===== src/rtl/iom_wb_bridge.sv =====
// MicroBlaze MCS IO bus to multi-channel Wishbone classic bridge.
// One registered Wishbone cycle per IO access, with per-access timeout and error counting.
module iom_wb_bridge #(
    parameter int          NCH      = 4,
    parameter int          CH_AW    = 5,
    parameter int          DW       = 8,
    parameter int          TIMEOUT  = 255,
    parameter logic [31:0] ERR_DATA = 32'hDEADBEEF
) (
    input  logic                clk,
    input  logic                rst,
    input  logic                io_addr_strobe,
    input  logic                io_read_strobe,
    input  logic                io_write_strobe,
    input  logic [11:0]         io_address,
    input  logic [3:0]          io_byte_enable,
    input  logic [31:0]         io_write_data,
    output logic [31:0]         io_read_data,
    output logic                io_ready,
    output logic [CH_AW-3:0]    wb_adr_o,
    output logic [DW-1:0]       wb_dat_o,
    output logic [DW/8-1:0]     wb_sel_o,
    output logic                wb_we_o,
    output logic [NCH-1:0]      wb_cyc_o,
    output logic [NCH-1:0]      wb_stb_o,
    input  logic [NCH*DW-1:0]   wb_dat_i,
    input  logic [NCH-1:0]      wb_ack_i,
    output logic                bus_err,
    output logic [7:0]          err_count
);

    localparam int CHB = (NCH > 1) ? $clog2(NCH) : 1;
    localparam int SW  = DW / 8;

    typedef enum logic [1:0] {IDLE = 2'd0, BUSY = 2'd1, RESP = 2'd2} state_t;

    state_t          state_r;
    logic [CHB-1:0]  ch_r;
    logic [15:0]     tmo_r;
    logic [11:0]     upper_s;
    logic            mapped_s;
    logic [CHB-1:0]  ch_s;
    logic [NCH-1:0]  cyc_s;
    logic            ack_s;
    logic [DW-1:0]   rdat_s;
    logic [SW-1:0]   sel_s;

    // Channel decode of the incoming address and selection of the active slave's response.
    always_comb begin
        upper_s  = io_address >> CH_AW;
        mapped_s = (upper_s < 12'(NCH));
        ch_s     = upper_s[CHB-1:0];
        for (int i = 0; i < NCH; i++) begin
            cyc_s[i] = (ch_s == CHB'(i));
        end
        ack_s  = wb_ack_i[ch_r];
        rdat_s = wb_dat_i[ch_r*DW +: DW];
        if (io_write_strobe) begin
            sel_s = io_byte_enable[SW-1:0];
        end else begin
            sel_s = {SW{1'b1}};
        end
    end

    assign wb_stb_o = wb_cyc_o;

    // Access sequencer: accept in IDLE, wait for ack or timeout in BUSY, one-cycle RESP.
    always_ff @(posedge clk) begin
        if (rst) begin
            state_r      <= IDLE;
            ch_r         <= '0;
            tmo_r        <= 16'd0;
            io_read_data <= 32'd0;
            io_ready     <= 1'b0;
            wb_adr_o     <= '0;
            wb_dat_o     <= '0;
            wb_sel_o     <= '0;
            wb_we_o      <= 1'b0;
            wb_cyc_o     <= '0;
            bus_err      <= 1'b0;
            err_count    <= 8'd0;
        end else begin
            io_ready     <= 1'b0;
            io_read_data <= 32'd0;
            bus_err      <= 1'b0;
            case (state_r)
                IDLE: begin
                    if (io_addr_strobe) begin
                        if (mapped_s) begin
                            ch_r     <= ch_s;
                            wb_adr_o <= io_address[CH_AW-1:2];
                            wb_dat_o <= io_write_data[DW-1:0];
                            wb_we_o  <= io_write_strobe;
                            wb_sel_o <= sel_s;
                            wb_cyc_o <= cyc_s;
                            tmo_r    <= 16'd0;
                            state_r  <= BUSY;
                        end else begin
                            io_ready <= 1'b1;
                        end
                    end
                end
                BUSY: begin
                    // An ack on the terminal-count cycle still completes normally.
                    if (ack_s) begin
                        wb_cyc_o     <= '0;
                        io_ready     <= 1'b1;
                        io_read_data <= 32'(rdat_s);
                        state_r      <= RESP;
                    end else if (tmo_r == 16'(TIMEOUT)) begin
                        wb_cyc_o     <= '0;
                        io_ready     <= 1'b1;
                        io_read_data <= ERR_DATA;
                        bus_err      <= 1'b1;
                        if (err_count != 8'hFF) begin
                            err_count <= err_count + 8'd1;
                        end
                        state_r      <= RESP;
                    end else begin
                        tmo_r <= tmo_r + 16'd1;
                    end
                end
                RESP: begin
                    state_r <= IDLE;
                end
                default: begin
                    wb_cyc_o <= '0;
                    state_r  <= IDLE;
                end
            endcase
        end
    end

endmodule


===== config.mk =====
export PLATFORM = sky130hd
export DESIGN_NAME = iom_wb_bridge
export DESIGN_NICKNAME = d
export VERILOG_FILES = /design/src/rtl/iom_wb_bridge.sv
export SDC_FILE = /design/constraint.sdc
export NUM_CORES = 1
export LEC_CHECK = 0
export ABC_AREA = 1
export BUFFER_PORTS_ARGS = -buffer_cell sky130_fd_sc_hd__buf_2
export CAP_MARGIN = 30
export CELL_PAD_IN_SITES_DETAIL_PLACEMENT = 0
export CELL_PAD_IN_SITES_GLOBAL_PLACEMENT = 1
export CORE_AREA = 2 2 101 103
export CTS_CLUSTER_DIAMETER = 120
export DETAILED_ROUTE_END_ITERATION = 8
export DIE_AREA = 0 0 103 105
export PLACE_DENSITY = 0.84
export REMOVE_ABC_BUFFERS = 1
export SLEW_MARGIN = 20
export SYNTH_ARGS = -nofsm -noshare
export SYNTH_HDL_FRONTEND = slang
export SYNTH_SLANG_ARGS = --single-unit

===== constraint.sdc =====
create_clock -name clk -period 3.5 [get_ports clk]
set_input_delay 0.525 -clock clk [delete_from_list [all_inputs] [get_ports clk]]
set_output_delay 0.525 -clock clk [all_outputs]
set_load 0.005 [all_outputs]

==> results of run 1 <==
critical path, cell delays in order, from the launching register on:
cell and delay [ps]:
dfxtp_1 730, inv_4 200, nand2_1 100, nand3_1 80, nand2_2 270, nand3_4 260
nand2_4 250, clkinv_1 110, nor2_1 90, nor2_1 50
power by group through the flow:
stage | registers (W) | logic, W | clock network [W]
2_1_floorplan | 0.000648 | 0.0000375 | 0
3_3_place_gp | 0.000648 | 0.0000865 | 0
3_5_place_dp | 0.000648 | 0.0000875 | 0
4_1_cts | 0.000634 | 0.0000878 | 0.000414
5_1_grt | 0.000635 | 0.0000990 | 0.000441
6_report | 0.000633 | 0.0000869 | 0.000396
final timing paths:
kind | slack [ps] | end
max | 1260 | tmo_r[0]
min | 430 | wb_sel_o
min reg2reg | 470 | wb_we_o
max reg2reg | 1260 | tmo_r[0]
layer usage:
metal	GRT usage (%)	up-vias	wire length (um)
met2	24.44	65	3797
met5	0	-	0
met1	19.13	1436	3504
li1	-	1630	-
met4	2.914	0	50
met3	2.943	4	392
flip-flops by register name, indices dropped and copies added, names as in the netlist, 2 cells and up:
signal,flops
wb_dat_o,8
ch_r,2
tmo_r,16
state_r,2
wb_adr_o,3
io_read_data,9
err_count,8
wb_cyc_o,4
layout make-up:
class                           count  area (um2)
Clock inverter                      2       20.02
Fill cell                        1051        5946
Tap cell                          133       166.4
Timing Repair Buffer              115       578.1
Sequential cell                    55        1101
Inverter                           40       155.1
Clock buffer                        6       82.58
Multi-Input combinational cell    331        1590
stage by stage:
stage / hold WS (ps) / utilization [%]
after global routing: 457.4 / 38.32
after global placement: 449.8 / 37.25
after CTS: 422.4 / 38.32
after floorplan: 455.2 / -
after detailed placement: 461.1 / 37.25
final: 425.8 / 38.32
cell families after synthesis:
logic type                 after synthesis  share of synthesized area (%)
buffers and inverters                   82                          14.47
other                                    1                         0.1202
xor gates and xnor gates                 5                          1.403
and+or+nand+nor                        238                          33.84
DFF                                     55                          35.28
adders and majority gates                2                         0.8018
AOI/OAI and AO/OA                       79                          14.07
layout by cell type (no fill, tap or decap), types with 2 or more instances in the layout:
cell,count
dfxtp_1,55
xor2_1,5
o21ai_1,2
o21ai_0,34
nand2_4,2
nand3b_1,2
a211oi_1,2
nand2_2,3
o21a_1,7
ha_1,2
o22ai_1,7
clkbuf_8,6
buf_2,114
nand2_1,86
a21oi_1,23
nand3_1,31
nand4_1,5
nor2_4,3
nor2_1,92
inv_2,8
inv_1,29
inv_4,2
a21oi_2,2
nand3_2,2
nor3_1,8
conb_1,7
==> reports/results.tsv, run 1 <==
metric	value	unit
dieArea	10820	um2
end_kind	flip-flop	
synth.cell_area	3120	um2
htreeDepth	2	
rows	36	
path_max_fanout	19	
async_flop_share	0	%
synth.avg_cell_area	6.754	um2
place_area	3591	um2
floorplan.initialDensity	32.37	%
power.share.clock	35.5	%
cp.required	3710	ps
yosysUniqueCellTypes	36	
dp.cells	674	
setup_tns	0	ps
dpl_worst_slack	1245	ps
setup_violations	0	
yosys_warnings	0	
reg2regPathDepth	9	
wirelength	7744	um
drt_iter0_drc	202	
postRouteAntennaNets	0	
ys_seq_elements	55	
worst_slew_pin_slew	628.9	ps
post-dp-hpwl	5808	um
cts_tree	yes	
clk_latency	320	ps
maxCapViolations	0	
track_usage	14.54	%
coreArea	9639	um2
clk_path_buf_depth	2	
maxSlewHeadroom	58.02	%
p_sw_share	25.05	%
place_congestion	0.8348	
ys_seq_area_share	35.28	%
synth_common_cells	92 x nor2_1, 86 x nand2_1, 55 x dfxtp_1	
cts_inserted_buffers	5	
die_h	105	um
grt_max_degree	24	
power_leakage	1.726	nW
combPwrFrac	7.8	%
firstDrtPassIters	5	
synth_top_area_cell	dfxtp_1	
hp-class	in -> reg	
path_class	reg -> reg	
grt-ovfl-total	0	
outcome	finished, final reports clean	
drc	0	
p_sw	0.0002797	W
syn_to_final_growth	18.36	%
grt_setup_unrepaired	false	
p_per_area	302.3	nW/um2
setup_ws	1255	ps
p_total	0.001117	W
setup.worst_path.start	ch_r[0]	
clkTransAtPathRegs	110	ps
num_vias	3135	
min_period	2245	ps
nets	639	
critPathArrivalTime	2460	ps
ctsHoldBuffers	0	
synth.area.top_cells	dfxtp_1 35%, nor2_1 11%, nand2_1 10%	
worstSetupStartpointType	flip-flop	
maxSlewViolCount	0	
root_buffer	clkbuf_8	
min-delay-start	io_byte_enable[0]	
antenna_found_initial	0	
rr_startpoint	ch_r[0]	
wl_per_cell	11.35	um
grt_pass1_vias	2810	
yosys.cell_count.top_type	nor2_1	
drive_above_1_share	26.96	%
ctsResizeCount	0	
synth_cells	462	
fin_area	3694	um2
skew	12.09	ps
worst_hold_path.num_cells	3	
synth_edf_count	0	
clock-sinks	55	
io-pin-count	152	
cts_setup_buffers	0	
hold_viol	0	
ir_drop	144.1	uV
synth_top_area_share	35.28	%
port-buffer-count	114	
finalCritPeriodShare	64.14	%
diodes	0	
grt_pass1_wl	13000	um
seqPwrFrac	56.7	%
timing.fmax	445.5	MHz
synth_ff_type	dfxtp_1	
via_per_inst	4.597	
power.internal	0.0008368	W
die_w	103	um
layoutNonFillerInstCount	682	
Power figures use the tool's default switching activity.
==> inputs of run 2 (changes only) <==
--- a/config.mk
+++ b/config.mk
@@ -5,16 +5,16 @@
 export SDC_FILE = /design/constraint.sdc
 export NUM_CORES = 1
 export LEC_CHECK = 0
-export ABC_AREA = 1
+export ABC_AREA = 0
 export BUFFER_PORTS_ARGS = -buffer_cell sky130_fd_sc_hd__buf_2
 export CAP_MARGIN = 30
 export CELL_PAD_IN_SITES_DETAIL_PLACEMENT = 0
 export CELL_PAD_IN_SITES_GLOBAL_PLACEMENT = 1
-export CORE_AREA = 2 2 101 103
+export CORE_AREA = 2 2 102 104
 export CTS_CLUSTER_DIAMETER = 120
 export DETAILED_ROUTE_END_ITERATION = 8
-export DIE_AREA = 0 0 103 105
-export PLACE_DENSITY = 0.84
+export DIE_AREA = 0 0 104 106
+export PLACE_DENSITY = 0.76
 export REMOVE_ABC_BUFFERS = 1
 export SLEW_MARGIN = 20
 export SYNTH_ARGS = -nofsm -noshare
==> constraint.sdc (replaced) <==
create_clock -name clk -period 1.8 [get_ports clk]
set_input_delay 0.27 -clock clk [delete_from_list [all_inputs] [get_ports clk]]
set_output_delay 0.27 -clock clk [all_outputs]
set_load 0.005 [all_outputs]
==> run 2 against run 1 <==
Against the previous run:
- the run now ends with negative setup slack left
- fmax grew 23%
- sequential cell count unchanged
- total power grew 100%
- count of clock-buffer cells in the layout unchanged
- worst setup slack worse by 1300 ps
- largest power group unchanged
- sequential power is 93% higher
- highest routed layer unchanged
- combinational power up 120%
==> reports/results.tsv, run 2 <==
metric	value	unit
outcome	finished with violations	
reg2regPathDepth	7	
die_w	104	um
antenna_found_initial	0	
cp.required	2020	ps
path_delay_family	simple AND/OR/NAND/NOR gates	
drt_iter0_drc	112	
p_total	0.002261	W
num_vias	2755	
top_register	tmo_r	
synth.avg_cell_area	8.703	um2
rows	37	
min_period	1828	ps
coreArea	10000	um2
nFillCells	1046	
via_per_inst	4.654	
async_flop_share	0	%
synth_top_area_share	40.16	%
drive_above_1_share	49.34	%
timing.fmax	547.1	MHz
synth_top_area_cell	dfxtp_1	
synth_common_cells	55 x dfxtp_1, 45 x nand2_1, 29 x buf_4	
endpoint	tmo_r[4]	
track_usage	13.74	%
floorplan.initialDensity	27.41	%
ys_seq_area_share	40.16	%
postRouteAntennaNets	0	
diodes	0	
largest_reg_flops	16	
critPathMostFrequentCell	buf_6	
cp.depth	7	
synth.area.top_cells	dfxtp_1 40%, buf_4 7.9%, mux4_2 6.6%	
wl_per_cell	13.08	um
final_common_cell	buf_2	
grt_pass1_wl	12280	um
reg_top3	tmo_r x16, io_read_data x9	
maxCapViolations	0	
firstDrtPassIters	4	
crit_buf_inv	2	
cts_tree	yes	
syn_to_final_growth	47.56	%
path_max_fanout	6	
crit_chain	nor4_2 -> nand4_1 -> buf_6 -> a211oi_4 -> buf_6 -> o21ai_2 -> o31ai_1	
drc	0	
place_congestion	0.8078	
cts_inserted_buffers	5	
grt_pass1_vias	2578	
worstSetupStartpointType	flip-flop	
rr_startpoint	tmo_r[9]	
yosysUniqueCellTypes	44	
htreeDepth	2	
clock-sinks	55	
skew	12.29	ps
ys_seq_elements	55	
synth_edf_count	0	
finalCritPeriodShare	101.5	%
final_cell_mix	114 x buf_2, 50 x dfxtp_1, 44 x nand2_1, 36 x buf_4	
root_buffer	clkbuf_8	
clk_path_buf_depth	2	
port-buffer-count	114	
ir_drop	438.9	uV
r2r_slack	-30	ps
critPathArrivalTime	2040	ps
violations	negative setup slack	
maxSlewViolCount	0	
cp_slowest_cell	nor4_2	
hold-worst-slack	198.4	ps
grt_setup_unrepaired	true	
grt_max_degree	33	
p_per_area	558.9	nW/um2
dp.cells	575	
layoutNonFillerInstCount	592	
synth_cells	315	
hp-class	in -> reg	
setup.worst_path.start	tmo_r[9]	
setup_ws	-27.83	ps
clkTransAtPathRegs	100	ps
yosys.cell_count.top_type	dfxtp_1	
max_stage_delay	360	ps
setup_violations	6	
nets	546	
synth_ff_type	dfxtp_1	
dieArea	11020	um2
yosys_warnings	0	
synth.cell_area	2741	um2
fin_util	40.45	%
io-pin-count	152	
post-dp-hpwl	5662	um
end_kind	flip-flop	
hold_viol	0	
wirelength	7745	um
r2r-end	tmo_r[4]	
clk_latency	310	ps
die_h	106	um
grt-ovfl-total	0	
path_class	reg -> reg	
power_leakage	1.768	nW
## run 2: tightest hold or removal path: cells and delay by family
kind	cells	cell delay, ps
AOI/OAI and AO/OA	1	50
buffers and inverters	1	90
and+or+nand+nor	1	40
## run 2: per-layer routing
layer | vias up | share of wire [%] | wire length, um | track usage [%]
met5 | - | 0 | 0 | 0
met4 | 0 | 1.0 | 80 | 3.475
met3 | 7 | 7.4 | 573 | 3.188
met2 | 122 | 47 | 3629 | 23.97
met1 | 1269 | 45 | 3462 | 17.13
li1 | 1357 | - | - | -
## run 2: area by class of cell
cell class / instances / area, um2 / area share (%)
multi-input combinational: 220 / 1595 / 39.44
sequential: 55 / 1107 / 27.37
timing repair buffer: 167 / 1032 / 25.52
tap: 136 / 170.2 / 4.207
clock buffer: 6 / 82.58 / 2.041
clock inverter: 2 / 35.03 / 0.8661
inverter: 6 / 22.52 / 0.5568
## run 2: where the power goes
group	switching (W)	total [W]	leakage, nW	internal (W)
clock	0.000399	0.000850	0.0612	0.000451
combinational	0.0000883	0.000187	1.26	0.0000986
sequential	0.00000267	0.00122	0.446	0.00122
total	0.000490	0.00226	1.77	0.00177
## run 2: how the worst min path moves through the flow
stage,slack [ps],cells past startpoint,endpoint,start
after floorplan,340,1,ch_r[0],rst
after global placement,440,2,wb_dat_o[4],wb_dat_o[4]
after detailed placement,450,2,wb_dat_o[3],wb_dat_o[3]
after CTS,190,3,wb_dat_o[0],io_write_data[0]
after global routing,190,3,wb_adr_o[0],io_address[2]
final,200,3,wb_dat_o[0],io_write_data[0]
## run 2: timing repair
action	in CTS	in global routing
gates cloned	2	0
endpoints found under the hold margin	0	0
pin swaps	5	18
endpoints found under the setup margin	39	47
buffers inserted	6	1
gates resized for setup	34	42
hold buffers	0	0
## run 2: cells by family after synthesis
family                   synth area share (%)
AO/OA/AOI/OAI                           12.28
XOR/XNOR                                3.195
adder cells (fa/ha/maj)                0.9127
buffers and inverters                   10.36
flip-flops                              40.16
multiplexers                            9.219
other                                  0.1368
AND/OR/NAND/NOR                         23.73
## run 2: per-stage QoR
step / TNS, ps / cell area [um2] / setup WS, ps
2_1_floorplan: -3456 / 2502 / -328.0
3_3_place_gp: -4580 / 3573 / -165.1
3_5_place_dp: -5980 / 3573 / -202.3
4_1_cts: -31.72 / 3864 / -12.69
5_1_grt: -947.1 / 4045 / -85.52
6_report: -94.85 / 4045 / -27.83
